===== src/rtl/bcd_scan_controller.sv =====
// Basys 3 seven-segment controller: iterative double-dabble binary-to-BCD conversion,
// atomic commit to display registers, and refresh-counter driven anode multiplexing.
module bcd_scan_controller #(
    parameter int BIN_WIDTH    = 14,
    parameter int REFRESH_BITS = 20
) (
    input  logic                 clock_100Mhz,
    input  logic                 reset_n,
    input  logic                 start,
    input  logic [BIN_WIDTH-1:0] bin_in,
    input  logic                 blank_lz,
    output logic                 busy,
    output logic                 done,
    output logic [3:0]           Anode_Activate,
    output logic [6:0]           LED_out
);

    localparam int SR_W  = 16 + BIN_WIDTH;
    localparam int CNT_W = $clog2(BIN_WIDTH + 1);
    localparam logic [CNT_W-1:0]     LAST_ITER = CNT_W'(BIN_WIDTH - 1);
    localparam logic [BIN_WIDTH-1:0] MAX_DEC   = BIN_WIDTH'(9999);

    typedef enum logic [1:0] {
        S_IDLE    = 2'd0,
        S_CONVERT = 2'd1,
        S_COMMIT  = 2'd2
    } state_t;

    state_t                  state_q, state_d;
    logic [SR_W-1:0]         sr_q, sr_d, sr_adj;
    logic [CNT_W-1:0]        cnt_q, cnt_d;
    logic                    ovf_cap_q, ovf_cap_d;
    logic [15:0]             digits_q, digits_d;
    logic                    ovf_disp_q, ovf_disp_d;
    logic                    busy_q, busy_d;
    logic                    done_q, done_d;
    logic [REFRESH_BITS-1:0] refresh_q, refresh_d;

    always_comb begin
        state_d    = state_q;
        sr_d       = sr_q;
        cnt_d      = cnt_q;
        ovf_cap_d  = ovf_cap_q;
        digits_d   = digits_q;
        ovf_disp_d = ovf_disp_q;
        busy_d     = busy_q;
        done_d     = 1'b0;
        refresh_d  = refresh_q + 1'b1;

        // Add-3 correction on every BCD nibble before the shift of each iteration.
        sr_adj = sr_q;
        for (int i = 0; i < 4; i++) begin
            if (sr_q[BIN_WIDTH + 4*i +: 4] >= 4'd5)
                sr_adj[BIN_WIDTH + 4*i +: 4] = sr_q[BIN_WIDTH + 4*i +: 4] + 4'd3;
        end

        case (state_q)
            S_IDLE: begin
                if (start) begin
                    sr_d      = {16'b0, bin_in};
                    cnt_d     = '0;
                    ovf_cap_d = (bin_in > MAX_DEC);
                    busy_d    = 1'b1;
                    state_d   = S_CONVERT;
                end
            end
            S_CONVERT: begin
                sr_d  = sr_adj << 1;
                cnt_d = cnt_q + 1'b1;
                if (cnt_q == LAST_ITER)
                    state_d = S_COMMIT;
            end
            S_COMMIT: begin
                digits_d   = sr_q[SR_W-1:BIN_WIDTH];
                ovf_disp_d = ovf_cap_q;
                done_d     = 1'b1;
                busy_d     = 1'b0;
                state_d    = S_IDLE;
            end
            default: begin
                busy_d  = 1'b0;
                state_d = S_IDLE;
            end
        endcase
    end

    always_ff @(posedge clock_100Mhz or negedge reset_n) begin
        if (!reset_n) begin
            state_q    <= S_IDLE;
            sr_q       <= '0;
            cnt_q      <= '0;
            ovf_cap_q  <= 1'b0;
            digits_q   <= '0;
            ovf_disp_q <= 1'b0;
            busy_q     <= 1'b0;
            done_q     <= 1'b0;
            refresh_q  <= '0;
        end else begin
            state_q    <= state_d;
            sr_q       <= sr_d;
            cnt_q      <= cnt_d;
            ovf_cap_q  <= ovf_cap_d;
            digits_q   <= digits_d;
            ovf_disp_q <= ovf_disp_d;
            busy_q     <= busy_d;
            done_q     <= done_d;
            refresh_q  <= refresh_d;
        end
    end

    assign busy = busy_q;
    assign done = done_q;

    function automatic logic [6:0] seg7(input logic [3:0] n);
        case (n)
            4'd0:    seg7 = 7'b0000001;
            4'd1:    seg7 = 7'b1001111;
            4'd2:    seg7 = 7'b0010010;
            4'd3:    seg7 = 7'b0000110;
            4'd4:    seg7 = 7'b1001100;
            4'd5:    seg7 = 7'b0100100;
            4'd6:    seg7 = 7'b0100000;
            4'd7:    seg7 = 7'b0001111;
            4'd8:    seg7 = 7'b0000000;
            4'd9:    seg7 = 7'b0000100;
            default: seg7 = 7'b1111111;
        endcase
    endfunction

    logic [1:0] sel;
    logic [3:0] nib;
    logic       lz3, lz2, lz1, blank_cur;

    // Anode and cathode share the same sel, so they always switch together.
    always_comb begin
        sel = refresh_q[REFRESH_BITS-1 -: 2];
        lz3 = (digits_q[15:12] == 4'd0);
        lz2 = lz3 && (digits_q[11:8] == 4'd0);
        lz1 = lz2 && (digits_q[7:4] == 4'd0);
        Anode_Activate = 4'b1110;
        nib            = digits_q[3:0];
        blank_cur      = 1'b0;
        case (sel)
            2'd0: begin Anode_Activate = 4'b1110; nib = digits_q[3:0];   blank_cur = 1'b0; end
            2'd1: begin Anode_Activate = 4'b1101; nib = digits_q[7:4];   blank_cur = lz1;  end
            2'd2: begin Anode_Activate = 4'b1011; nib = digits_q[11:8];  blank_cur = lz2;  end
            default: begin Anode_Activate = 4'b0111; nib = digits_q[15:12]; blank_cur = lz3; end
        endcase
        if (ovf_disp_q)
            LED_out = 7'b1111110;
        else if (blank_lz && blank_cur)
            LED_out = 7'b1111111;
        else
            LED_out = seg7(nib);
    end

endmodule


===== config.mk =====
export PLATFORM = sky130hd
export DESIGN_NAME = bcd_scan_controller
export DESIGN_NICKNAME = d
export VERILOG_FILES = /design/src/rtl/bcd_scan_controller.sv
export SDC_FILE = /design/constraint.sdc
export NUM_CORES = 1
export LEC_CHECK = 0
export ABC_AREA = 1
export ABC_CLOCK_PERIOD_IN_PS = 1500
export BUFFER_PORTS_ARGS = -buffer_cell sky130_fd_sc_hd__clkbuf_2
export CAP_MARGIN = 25
export CELL_PAD_IN_SITES_DETAIL_PLACEMENT = 0
export CELL_PAD_IN_SITES_GLOBAL_PLACEMENT = 1
export CORE_ASPECT_RATIO = 1.1
export CORE_MARGIN = 1
export CORE_UTILIZATION = 35
export CTS_CLUSTER_DIAMETER = 150
export DETAILED_ROUTE_END_ITERATION = 7
export HOLD_SLACK_MARGIN = 0.15
export PLACE_DENSITY_LB_ADDON = 0.15
export SYNTH_ARGS = -nofsm -noshare
export SYNTH_HDL_FRONTEND = slang
export SYNTH_SLANG_ARGS = --single-unit
export TNS_END_PERCENT = 1

===== constraint.sdc =====
create_clock -name clock_100Mhz -period 1.5 [get_ports clock_100Mhz]
set_input_delay 0.075 -clock clock_100Mhz [delete_from_list [all_inputs] [get_ports clock_100Mhz]]
set_output_delay 0.075 -clock clock_100Mhz [all_outputs]
set_load 0.01 [all_outputs]

# Yosys cells after proc, flatten, opt, wreduce, memory -nomap -nowiden
# Memory sizes are Yosys's and may differ from the RTL's.
# Index checks and enable logic that the tools add are counted.
[classes]
n_reduce_logical = 13
n_addsub = 6
n_eq_ne = 7
n_mux = 19
div_mod_pow = 0
n_shift = 0
magnitude_cmp = 5
bitwise = 1
multipliers = 0
[op_table]
columns = ["cell", "count"]
rows = [
  ["case mux 30 bit (2 select lines)", 1],
  ["2-to-1 mux 30 bit", 1],
  ["case mux 4 bit (3 select lines)", 2],
  ["adder 20 x 1 -> 20 bit, second input constant", 1],
  [">= comparator 4 x 3 -> 1 bit, second input constant", 4],
  ["2-to-1 mux 4 bit", 4],
  ["greater-than comparator 14 bit, second input constant", 1],
  ["2-to-1 mux 7 bit", 2],
  ["adder 4 x 2 -> 4 bit, second input constant", 3],
  ["logical NOT 4 bit", 3],
  ["case mux 4 bit (2 select lines)", 1],
  ["AND reduction 2 bit", 4],
  ["adder 4 x 1 -> 4 bit, second input constant", 1],
  ["equality test 2 x 1 -> 1 bit, second input constant", 2],
  ["equality test 2 bit, second input constant", 2],
  ["equality test 4 bit, second input constant", 1],
  ["logical NOT 2 bit", 2],
  ["2-to-1 mux 2 bit", 2],
  ["inequality test 2 bit, second input constant", 2],
  ["case mux 2 bit (2 select lines)", 1],
  ["adder 3 x 2 -> 3 bit, second input constant", 1],
  ["logical AND 1 bit", 3],
  ["2-to-1 mux 3 bit", 1],
  ["case mux 1 bit (3 select lines)", 1],
  ["4 further kinds", 5],
]
[totals]
latchBits = 0
mem_bits_rw = 0
wordCells = 61
input_bits = 18
mem_count = 1
register_bits = 76
output_inout_bits = 13
rom_bits = 112
[mem_list]
columns = ["name", "depth", "width", "read_ports", "rd_clocked_by_memory_dff", "wr", "line", "rtl"]
rows = [
  ["(no name shown)", 16, 7, 1, 0, 0, "115", "case (n)"],
]

# Depth between registers and ports, before layout
[logic_depth]
depth_word = 7
mapped_depth = 12
depth_no_buf = 11

# Worst setup path before layout
# Ideal clock, no wire load.
[synth_path]
path_kind = "reg2out"
from = "register refresh_q[18]"
to = "output port LED_out[3]"
required_time_ns = 1.425
n_path_buf = 1
path_slack_ns = -0.165
stages_incl_launch_ff = 10
t_arrival_ns = 1.590
path_cell_list = "dfrtp_1 -> buf_6 -> nor2_2 -> nand2_1 -> nand3_1 -> nand2_1 -> ha_1 -> nand3b_1 -> nand3_1 -> nand3_1"
[synth_via]
elab_chain_cells = 5
word_cells_on_any_way = 9
cone_classes = "eq/ne: 2; mux: 4; reduce/logical: 2; memory: 1"
[synth_rtl]
columns = ["element", "line", "rtl"]
rows = [
  ["from (decl)", "37", "logic [REFRESH_BITS-1:0] refresh_q, refresh_d;"],
  ["from (signal assigned)", "107", "refresh_q <= refresh_d;"],
  ["equality test 2 bit, or another cell as far along", "143", "case (sel)"],
  ["case mux 4 bit (3 select lines) or case mux 1 bit (3 select lines) (tied branches)", "143", ""],
  ["memory read (16 x 7 bit) or logical AND 1 bit (tied branches)", "n/a", ""],
  ["2-to-1 mux 7 bit (*)", "151", "else if (blank_lz && blank_cur)"],
  ["2-to-1 mux 7 bit (*)", "149", "if (ovf_disp_q)"],
  ["to (decl)", "15", "output logic [6:0] LED_out"],
]
# Mark *: on every way between the ends. The rest lies on a longest branch, timed or not.

# Worst setup path in the final report
[layout_path]
from = "register refresh_q[18]"
to = "output port LED_out[1]"
# The elaborated chain is that of the path after synthesis.

==> run summary <==
Die ar.: 11800 µm²
crit path cell chain: buf_12, nor2_4, nand2_1, nand2_2, buf_6, inv_2, nand2_4, buf_6, nand2_4, a21oi_4, nand3_1, clkbuf_2
Placed Instances: 674
Clock Sinks: 76
dpl cell area: 4600 µm²
CP Launch Type: flop
P_leak: 2.52 nW
Slew HR: 0.746
CTS root buf: clkbuf_16
Die W: 104 µm
htree depth: 3
minimum clock period: 2030 ps
crit path capture type: output pin
status: finished, violations left
core area: 11000 µm²
global-route wire length before repair: 16.1 mm
Layout Nets: 596
Setup CP Type: reg2out
Psw: 3.22 mW
Comb power frac: 0.407
Worst-Skew Late Latency: 330 ps
most common cell in the netlist: nand2_1
critical path fanouts, max: 5
Synth top cells by count: nand2_1, dfrtp_1, o21ai_0, nor2_1, inv_1
largest cells by area after synthesis: dfrtp_1, nand2_1, o21ai_0
r2r endpoint: sr_q[20]$_DFFE_PN0P_
largest net degree at the start of global routing: 31
Max Used Layer: met4
sequential share of the synthesized area: 0.479
DRT iter0 DRCs: 148
final hold vios: 0
Via Count: 3352
diode count: 0
PD cells: 1680 nW/µm²
worst-margin pin slew: 381 ps
total power: 8.81 mW
max-slew violation count: 0
met2 WL: 4.34 mm
GP Congestion: 0.798
Die H: 114 µm
I/O pin total: 31
min-delay worst type: in2async
CP max stage delay: 430 ps
IO Port Bufs: 30
drt via density: 4.69
met3 wire len: 235 µm
WP data required: 1420 ps
DRC viols: 0
CTS buffer count: 9
fraction of power spent switching nets: 0.365
hpwl dp: 6.60 mm
CP delay by family, top: buffers and inverters
gr usage total: 0.171
post-synthesis register bit count: 76
synthesized area: 3970 µm²
R2R Setup Slk: 80 ps
CTS max path bufs: 2
fin crit share: 1.35
Worst IR Drop VDD: 0.814 mV
post-route antenna net violation count: 0
internal power: 5.59 mW
DP Worst Slack: -253 ps
MaxCap Viol Count: 0
failing checks: negative setup slack
clock transition at the registers of the reported paths: 60 ps
clk_skew: 8.34 ps
Finished Cell Area: 5230 µm²
sequential share of power: 0.351
RSZ-0062 raised after global routing: true
vias in the first global route: 3420
synth warn: 0
global route overflow: 0
Primary FF master, synth: dfrtp_1
non-filler cells in the finished layout: 714
share of post-route cells with drive strength above 1: 0.282
Routed met1 length: 4.31 mm
TritonRoute pass-1 iters: 4
Unique masters post-synth: 34
syn_nets: 501
synthesized area per cell: 8.50 µm²
Post-Syn Instances: 467
Post-synth ARST share: 1.00
clock share of power: 0.241
EDFF count, synth: 0
Initial Util: 0.362
num rows: 40
final worst slack: -528 ps
Finish-stage setup viols: 8
R2R depth: 7
total wire length: 9.00 mm
fin util: 0.477
initial antenna violation count: 0
fmax: 493 MHz
wire per inst: 12.6 µm
cell taking the most area after synthesis: dfrtp_1
CTS tree: done
Worst Path Arrival: 1950 ps
Critical R2R Launch: sr_q[18]$_DFFE_PN0P_
Synth top area share: 0.479
crit path buf inv count: 5
critical path's slowest cell: dfrtp_2
area added between synthesis and finish: 31.8%
==> layout make-up <==
cell class / count / area (µm²)
clock buffers: 14 / 254
multi-input cells: 324 / 1910
inverters: 55 / 209
repair buffers: 96 / 738
clock inverters: 2 / 35.0
fillers: 1067 / 5730
well taps: 147 / 184
flip-flops and latches: 76 / 1900
==> timing repair <==
item,CTS,global route
endpoints found under the hold margin,91,0
pin swaps,12,6
gates cloned,0,0
endpoints found under the setup margin,8,19
setup buffers,8,1
hold buffers,15,0
resized for setup,11,26
==> worst reg2reg max path, delay by kind of cell (launching register included) <==
kind                       cells  cell delay, ps
adders and majority gates      1             210
AOI/OAI and AO/OA              3             230
buffers and inverters          1              80
DFF                            1             350
and+or+nand+nor                2             430
==> sequential cells by signal, indices dropped and copies added, names as in the netlist <==
register    count
busy            1
cnt_q           4
digits_q       16
done            1
ovf_cap_q       1
ovf_disp_q      1
refresh_q      20
sr_q           30
state_q         2
==> worst max-delay path by stage <==
stage / start / slack, ps / to / cells past startpoint
2_1_floorplan: refresh_q[18]$_DFF_PN0_ / -60 / LED_out[3] / 9
3_3_place_gp: refresh_q[19]$_DFF_PN0_ / -220 / LED_out[3] / 10
3_5_place_dp: refresh_q[19]$_DFF_PN0_ / -250 / LED_out[3] / 10
4_1_cts: refresh_q[18]$_DFF_PN0_ / -560 / LED_out[1] / 12
5_1_grt: refresh_q[18]$_DFF_PN0_ / -660 / LED_out[0] / 12
6_report: refresh_q[18]$_DFF_PN0_ / -530 / LED_out[1] / 12
==> metal layers <==
| layer | vias to the layer above | track usage |
|---|---|---|
| met1 | 1573 | 0.222 |
| li1 | 1725 | - |
| met2 | 43 | 0.285 |
| met3 | 11 | 0.0354 |
| met4 | 0 | 0.0560 |
| met5 | - | 0 |
==> per-stage QoR <==
stage                     setup TNS (ps)  hold WS [ps]
after detailed placement           -1480         -29.7
after CTS                          -3860           152
after global routing               -4640           168
final                              -3660           154
after global placement             -1270         -30.3
after floorplan                     -109          -221
==> cells by family (layout without fill, tap and decap cells) <==
group	Yosys count	after routing	share of synthesized area
flops	76	76	0.479
compound gates	90	90	0.123
xor+xnor	18	18	0.0397
simple gates	200	200	0.239
fa+ha+maj	16	16	0.0504
buf+inv	67	167	0.0687
==> power by group through the flow <==
stage	registers [mW]	logic (mW)	clock network [mW]
2_1_floorplan	3.04	2.27	0
3_3_place_gp	3.11	3.36	0
3_5_place_dp	3.12	3.42	0
4_1_cts	3.09	3.56	2.19
5_1_grt	3.18	4.15	2.27
6_report	3.10	3.59	2.13
==> layout by cell type, fill, tap and decap left out, types with 5 or more instances in the layout <==
master / instances
o21ai_1: 5
buf_4: 45
nand2_4: 5
inv_2: 15
xnor2_1: 6
xor2_1: 12
dlygate4sd3_1: 15
a21oi_1: 18
clkbuf_16: 9
nand3_2: 9
nand4_1: 6
o22ai_1: 13
nor2_4: 5
o21ai_0: 46
nand2_2: 10
nor2_1: 40
dfrtp_1: 74
clkbuf_2: 27
nand3_1: 27
nand2_1: 79
ha_1: 14
inv_1: 39
(Power assumes the default switching activity.)
